<file path="src/rtl/gray_arbiter.sv">
// Two-requester read arbiter in front of a single-port gray pixel memory.
// Bursts up to MAX_BURST beats per tenure, then hands over round-robin with no idle gap.
module gray_arbiter #(
  parameter int AW        = 14,
  parameter int DW        = 8,
  parameter int MAX_BURST = 9
) (
  input  logic          clk,
  input  logic          reset,
  input  logic          gray_ready,
  output logic          gray_req,
  output logic [AW-1:0] gray_addr,
  input  logic [DW-1:0] gray_data,
  input  logic          req_a,
  input  logic          req_b,
  input  logic [AW-1:0] addr_a,
  input  logic [AW-1:0] addr_b,
  output logic          gnt_a,
  output logic          gnt_b,
  output logic          rvalid_a,
  output logic          rvalid_b,
  output logic [DW-1:0] rdata_a,
  output logic [DW-1:0] rdata_b,
  output logic          busy
);

  localparam logic [1:0] S_IDLE  = 2'd0;
  localparam logic [1:0] S_OWN_A = 2'd1;
  localparam logic [1:0] S_OWN_B = 2'd2;
  localparam logic [3:0] MAXC    = 4'(MAX_BURST);

  logic [1:0] r_state, w_state_nxt;
  logic [3:0] r_cnt, w_cnt_nxt;
  logic       r_rr, w_rr_nxt;
  logic       r_rva, r_rvb, r_busy;
  logic       w_gnt_a, w_gnt_b;
  logic       w_mine, w_own_req, w_oth_req;

  // w_mine: 0 when A owns, 1 when B owns; lets one branch serve both owners
  assign w_mine    = (r_state == S_OWN_B);
  assign w_own_req = w_mine ? req_b : req_a;
  assign w_oth_req = w_mine ? req_a : req_b;

  always_comb begin
    w_gnt_a     = 1'b0;
    w_gnt_b     = 1'b0;
    w_state_nxt = r_state;
    w_cnt_nxt   = r_cnt;
    w_rr_nxt    = r_rr;
    if (reset && gray_ready) begin
      case (r_state)
        S_IDLE: begin
          if (req_a && (!req_b || !r_rr)) begin
            w_gnt_a     = 1'b1;
            w_state_nxt = S_OWN_A;
            w_cnt_nxt   = 4'd1;
          end else if (req_b) begin
            w_gnt_b     = 1'b1;
            w_state_nxt = S_OWN_B;
            w_cnt_nxt   = 4'd1;
          end else begin
            w_cnt_nxt   = 4'd0;
          end
        end
        S_OWN_A, S_OWN_B: begin
          if (w_own_req && (r_cnt < MAXC || !w_oth_req)) begin
            w_gnt_a   = !w_mine;
            w_gnt_b   = w_mine;
            w_cnt_nxt = (r_cnt < MAXC) ? r_cnt + 4'd1 : 4'd1;
          end else if (w_oth_req) begin
            // handover: rr points away from the new owner
            w_gnt_a     = w_mine;
            w_gnt_b     = !w_mine;
            w_state_nxt = w_mine ? S_OWN_A : S_OWN_B;
            w_cnt_nxt   = 4'd1;
            w_rr_nxt    = w_mine;
          end else begin
            w_state_nxt = S_IDLE;
            w_cnt_nxt   = 4'd0;
            w_rr_nxt    = !w_mine;
          end
        end
        default: begin
          w_state_nxt = S_IDLE;
          w_cnt_nxt   = 4'd0;
        end
      endcase
    end
  end

  always_ff @(posedge clk or negedge reset) begin
    if (!reset) begin
      r_state <= S_IDLE;
      r_cnt   <= 4'd0;
      r_rr    <= 1'b0;
      r_rva   <= 1'b0;
      r_rvb   <= 1'b0;
      r_busy  <= 1'b0;
    end else begin
      r_state <= w_state_nxt;
      r_cnt   <= w_cnt_nxt;
      r_rr    <= w_rr_nxt;
      r_rva   <= w_gnt_a;
      r_rvb   <= w_gnt_b;
      r_busy  <= (w_state_nxt != S_IDLE);
    end
  end

  assign gnt_a     = w_gnt_a;
  assign gnt_b     = w_gnt_b;
  assign gray_req  = w_gnt_a | w_gnt_b;
  assign gray_addr = w_gnt_a ? addr_a : (w_gnt_b ? addr_b : '0);
  assign rvalid_a  = r_rva;
  assign rvalid_b  = r_rvb;
  assign rdata_a   = r_rva ? gray_data : '0;
  assign rdata_b   = r_rvb ? gray_data : '0;
  assign busy      = r_busy;

endmodule

</file>
<file path="config.mk">
export PLATFORM = sky130hd
export DESIGN_NAME = gray_arbiter
export DESIGN_NICKNAME = d
export VERILOG_FILES = /design/src/rtl/gray_arbiter.sv
export SDC_FILE = /design/constraint.sdc
export NUM_CORES = 1
export LEC_CHECK = 0
export CORE_MARGIN = 2
export CORE_UTILIZATION = 35
export DETAILED_ROUTE_END_ITERATION = 10
export PLACE_DENSITY = 0.81
export SLEW_MARGIN = 30
export SYNTH_ARGS = -nofsm -noshare
export SYNTH_HDL_FRONTEND = slang
export SYNTH_SLANG_ARGS = --single-unit
</file>
<file path="constraint.sdc">
create_clock -name clk -period 2.7 [get_ports clk]
set_input_delay 0.675 -clock clk [delete_from_list [all_inputs] [get_ports clk]]
set_output_delay 0.675 -clock clk [all_outputs]
set_load 0.03 [all_outputs]
</file>
# Word level (Yosys, flattened, before mapping)
# Index checks and enable logic that the tools add are counted.
dict set report op_classes {
  add_sub_neg 1
  magnitude_cmp 1
  n_eq_ne 2
  mux 31
  bitwise 2
  n_reduce_logical 13
}
# op n
set op_table {}
lappend op_table {{two-way mux 14 bit} 2}
lappend op_table {{two-way mux 8 bit} 2}
lappend op_table {{two-way mux 1 bit} 15}
lappend op_table {{two-way mux 2 bit} 6}
lappend op_table {{two-way mux 4 bit} 2}
lappend op_table {{case mux 4 bit (2 select lines)} 1}
lappend op_table {{adder 4 x 1 -> 4 bit (second input constant)} 1}
lappend op_table {{logical NOT 1 bit} 4}
lappend op_table {{< comparator 4 bit (second input constant)} 1}
lappend op_table {{case mux 1 bit (2 select lines)} 2}
lappend op_table {{case mux 2 bit (2 select lines)} 1}
lappend op_table {{logical AND 1 bit} 3}
lappend op_table {{AND reduction 3 bit} 1}
lappend op_table {{== test 2 x 1 -> 1 bit (second input constant)} 1}
lappend op_table {{== test 2 bit (second input constant)} 1}
lappend op_table {{logical NOT 2 bit} 1}
lappend op_table {{logical OR 1 bit} 2}
lappend op_table {{nonzero test 2 bit} 1}
lappend op_table {{OR reduction 2 bit} 1}
lappend op_table {{inverter 1 bit} 1}
lappend op_table {{bitwise OR 1 bit} 1}
dict set report totals {
  ff_bits 10
  input_bits 41
  out_inout_bits 36
}

# Longest topological paths before layout
# Gate-level depths: netlist (run 1).
dict set report logic_depth {
  ltp_word 10
  depth_mapped 10
  depth_no_buf 7
}

# Worst setup path after synthesis (run 1)
# Ideal clock, no wire load.
dict set report synth_timing {
  path_type {reg-to-output}
  start {register r_state[1]}
  end {output gray_req}
  arrival_ps 2471
  required_ps 2025
  slack_ps -446
  path_stages_with_launch 9
  cell_sequence {dfrtp_1 > inv_1 > ha_1 > buf_2 > inv_1 > a311oi_1 > a21boi_0 > a21oi_1 > inv_1}
}
dict set report synth_via {
  elab_chain_cells 9
}
# element line_no
set synth_lines {}
lappend synth_lines {{from (decl)} 32} ;# logic [1:0] r_state, w_state_nxt;
lappend synth_lines {{from (signal assigned)} 100} ;# r_state <= w_state_nxt;
lappend synth_lines {{== test 2 bit} {40, 51}}
lappend synth_lines {{two-way mux 1 bit} 42} ;# assign w_oth_req = w_mine ? req_a : req_b;
lappend synth_lines {{logical NOT 1 bit} 66} ;# if (w_own_req && (r_cnt < MAXC || !w_oth_req)) begin
lappend synth_lines {{logical OR 1 bit} 66}
lappend synth_lines {{logical AND 1 bit} 66}
lappend synth_lines {{two-way mux 1 bit} 66}
lappend synth_lines {{case mux 1 bit (2 select lines) *} 51} ;# case (r_state)
lappend synth_lines {{two-way mux 1 bit *} 50} ;# if (reset && gray_ready) begin
lappend synth_lines {{via gnt_b} 19} ;# output logic gnt_b,
lappend synth_lines {{bitwise OR 1 bit *} 111} ;# assign gray_req = w_gnt_a | w_gnt_b;
lappend synth_lines {{to (decl)} 11} ;# output logic gray_req,
# The timed path passes the listed nets; every way through them passes the cells marked *.

# Worst setup path in the final report (run 1)
dict set report layout_timing {
  start {register r_state[1]}
  end {output gnt_b}
}
dict set report layout_via {
  elab_chain_cells 8
}
# element line_no
set layout_lines {}
lappend layout_lines {{== test 2 bit} {40, 51}}
lappend layout_lines {{two-way mux 1 bit} 42}
lappend layout_lines {{logical NOT 1 bit} 66}
lappend layout_lines {{logical OR 1 bit} 66}
lappend layout_lines {{logical AND 1 bit} 66}
lappend layout_lines {{two-way mux 1 bit} 66}
lappend layout_lines {{case mux 1 bit (2 select lines) *} 51}
lappend layout_lines {{two-way mux 1 bit *} 50}
lappend layout_lines {{to (decl)} 19}
# Every way passes the cells marked *; elsewhere a longest branch is shown, timed or not.

==> summary.md, run 1 <==
| Metric | Value |
|---|---|
| Outcome | finished, violations left |
| Failing checks | negative setup slack |
| GRT Util Overall | 0.247 |
| Tightest hold margin | 0.539 ns |
| Synth Net Count | 181 |
| H-tree levels | 1 |
| Initial Utilization | 0.360 |
| DRC Markers | 0 |
| Gr ovfl total | 0 |
| Hold Fails Final Rpt | 0 |
| Routed via count | 1,516 |
| PD cells | 737 nW/µm² |
| Worst Tran Pin Value | 0.329 ns |
| Max_cap viols | 0 |
| Detailed-route wire length | 4360 µm |
| Layout cells sized above 1 | 0.322 |
| Row count | 20 |
| Post-synth EDFFs | 0 |
| Worst EP required | 2.03 ns |
| Synth async-reset ratio | 1.00 |
| Final setup fails | 13 |
| DRT iter0 DRCs | 59 |
| Syn avg cell area | 8.02 µm² |
| Clock Sink Count | 10 |
| Synthesized flop and latch total | 10 |
| # nets final | 289 |
| Crit Path Category | reg -> out |
| Startpoint Class | flop |
| Diodes inserted | 0 |
| Final Cycle Share | 1.02 |
| Reg2reg setup slack | 0.75 ns |
| Vias in the first global route | 1,465 |
| Io pins | 77 |
| Hold WC Path Type | in -> async |
| CTS Buffer Depth | 2 |
| RSZ-0062 raised after global routing | true |
| DP Wirelength | 3060 µm |
| Clock skew | 0.00947 ns |
| DP Worst Slack | -0.214 ns |
| Max-slew violations | 0 |
| CTS tree | done |
| Post-synthesis cell area | 1080 µm² |
| P_leak | 0.983 nW |
| Seq/Total Area, Yosys | 0.231 |
| Initial DRT Pass Iterations | 4 |
| CP Capture Type | output pin |
| # hold bufs at CTS | 0 |
| Die width | 59.6 µm |
| Die footprint | 3550 µm² |
| Die Height | 59.6 µm |
| Fmax | 364 MHz |
| Final min period | 2.75 ns |
| GPL Wtd Cong | 0.887 |
| Final worst setup slack | -0.0482 ns |
| Pin count of the biggest net entering global routing | 12 |
| Area of the core | 3000 µm² |
| Vias/cell | 5.51 |
| Global-route wire length before repair | 6730 µm |
| Critical Path Fanout Max | 4 |
| Worst Path Arrival | 2.07 ns |
| Most used DFF post-synth | dfrtp_1 |
| Initial antenna violation count | 0 |
| Final setup TNS | -0.303 ns |
| Post-synth cell types | 45 |
| Clk slew on worst S/H paths | 0.07 ns |
| CTS Buf Count | 3 |
| Synth Warn # | 0 |
| Clock root buffer | clkbuf_4 |
| Maximum VDD drop | 0.362 mV |
| PortBufs | 76 |
| Area grow syn2layout | 108% |
| Headroom to the max-slew limit | 0.780 |
| Clk Latency, worst-skew pair | 0.27 ns |
| Cell count after synthesis | 135 |
| Routed Antenna Nets | 0 |
| Wire per inst | 15.8 µm |
## flip-flops by register name, summed over array words and instances, names as in the netlist
signal / flops
busy: 1
r_cnt: 4
r_rr: 1
r_state: 2
rvalid_a: 1
rvalid_b: 1
## cells in the mapped netlist (2+ instances only)
library cell  instances  share of area
inv_1                 9          0.031
a22o_1               15           0.12
nor3_1                5          0.023
buf_6                 2          0.021
dfrtp_1              10           0.23
buf_2                 5          0.023
ha_1                  5          0.058
nand4b_1              2          0.016
and2_1               17          0.098
o21ai_0               5          0.023
nand2_1              11          0.038
nand3_1               4          0.018
nor2_1                5          0.017
a21oi_1               9          0.042
## worst max-delay path: stages (launching register included)
cell	delay, ns
dfrtp_1	0.41
buf_6	0.14
ha_4	0.15
nand4b_1	0.23
buf_4	0.19
a311oi_2	0.19
a21boi_2	0.25
buf_4	0.15
buf_6	0.12
## kinds of logic (layout without fill, tap and decap cells)
| logic type | Yosys count | count (layout) | share of synthesized area |
|---|---|---|---|
| flip-flops | 10 | 10 | 0.231 |
| AO/OA/AOI/OAI | 47 | 47 | 0.323 |
| buffers and inverters | 18 | 124 | 0.0925 |
| AND/OR/NAND/NOR | 54 | 55 | 0.286 |
| adder cells (fa/ha/maj) | 5 | 5 | 0.0578 |
| multiplexers | 1 | 1 | 0.0104 |
## per-layer routing
layer | part of all wire | global-route usage
met2 | 0.53 | 0.449
met3 | 0.081 | 0.0502
met4 | 0.0062 | 0.0413
met1 | 0.38 | 0.303
met5 | 0 | 0
## cell usage in the layout (no fill, tap or decap), types with 2 or more instances in the layout
cell type / n
clkbuf_4: 3
dlygate4sd2_1: 4
nand2_1: 11
nand4b_1: 2
buf_6: 18
and2_4: 2
a21oi_1: 7
dfrtp_1: 10
a22o_1: 15
nor3_1: 5
o21ai_0: 5
a21oi_2: 2
inv_2: 4
ha_4: 3
inv_1: 5
buf_4: 32
nor2_1: 4
clkdlybuf4s50_1: 55
and2_1: 17
a21boi_2: 2
nand3_1: 4
## metrics by stage
stage / instance area (µm²) / total power, mW / cells / utilization
final: 2250 / 1.66 / 275 / 0.750
after global routing: 2250 / 1.76 / 275 / 0.750
after CTS: 2210 / 1.58 / 271 / 0.737
after detailed placement: 1930 / 1.19 / 253 / 0.642
after global placement: 1930 / 1.17 / 253 / 0.642
after floorplan: 1090 / 0.832 / 135 / -
## what timing repair did
item | in CTS | in global routing
gates resized for setup | 40 | 4
pin swaps | 12 | 12
gates cloned | 2 | 0
setup endpoints to repair | 17 | 17
endpoints found under the hold margin | 0 | 0
setup buffers | 12 | 4
## final timing paths
path	startpoint	end	cells past startpoint
min	reset	r_cnt[3]	2
max	r_state[1]	gnt_b	8
max reg2reg	r_cnt[1]	busy	8
min in group clk	r_cnt[2]	r_cnt[2]	2
max in group asynchronous	reset	busy	2
min reg2reg	r_cnt[2]	r_cnt[2]	2
## area by class of cell
type | count | area (µm²)
Timing Repair Buffer | 111 | 1070
Multi-Input combinational cell | 108 | 818
Fill cell | 193 | 749
Sequential cell | 10 | 250
Tap cell | 33 | 41.3
Clock buffer | 4 | 36.3
Inverter | 9 | 33.8
## report_power, final
part / internal [mW] / switching (mW)
combinational: 0.649 / 0.648
sequential: 0.191 / 0.0374
clock: 0.0819 / 0.0525
(Power assumes the default switching activity.)
==> run 2, diff against run 1 <==
- GPL_TIMING_DRIVEN: unset -> 1
- SKIP_LAST_GASP: unset -> 1
==> results of run 2 <==
The final DEF is identical to that of run 1; final timing and power are the same.
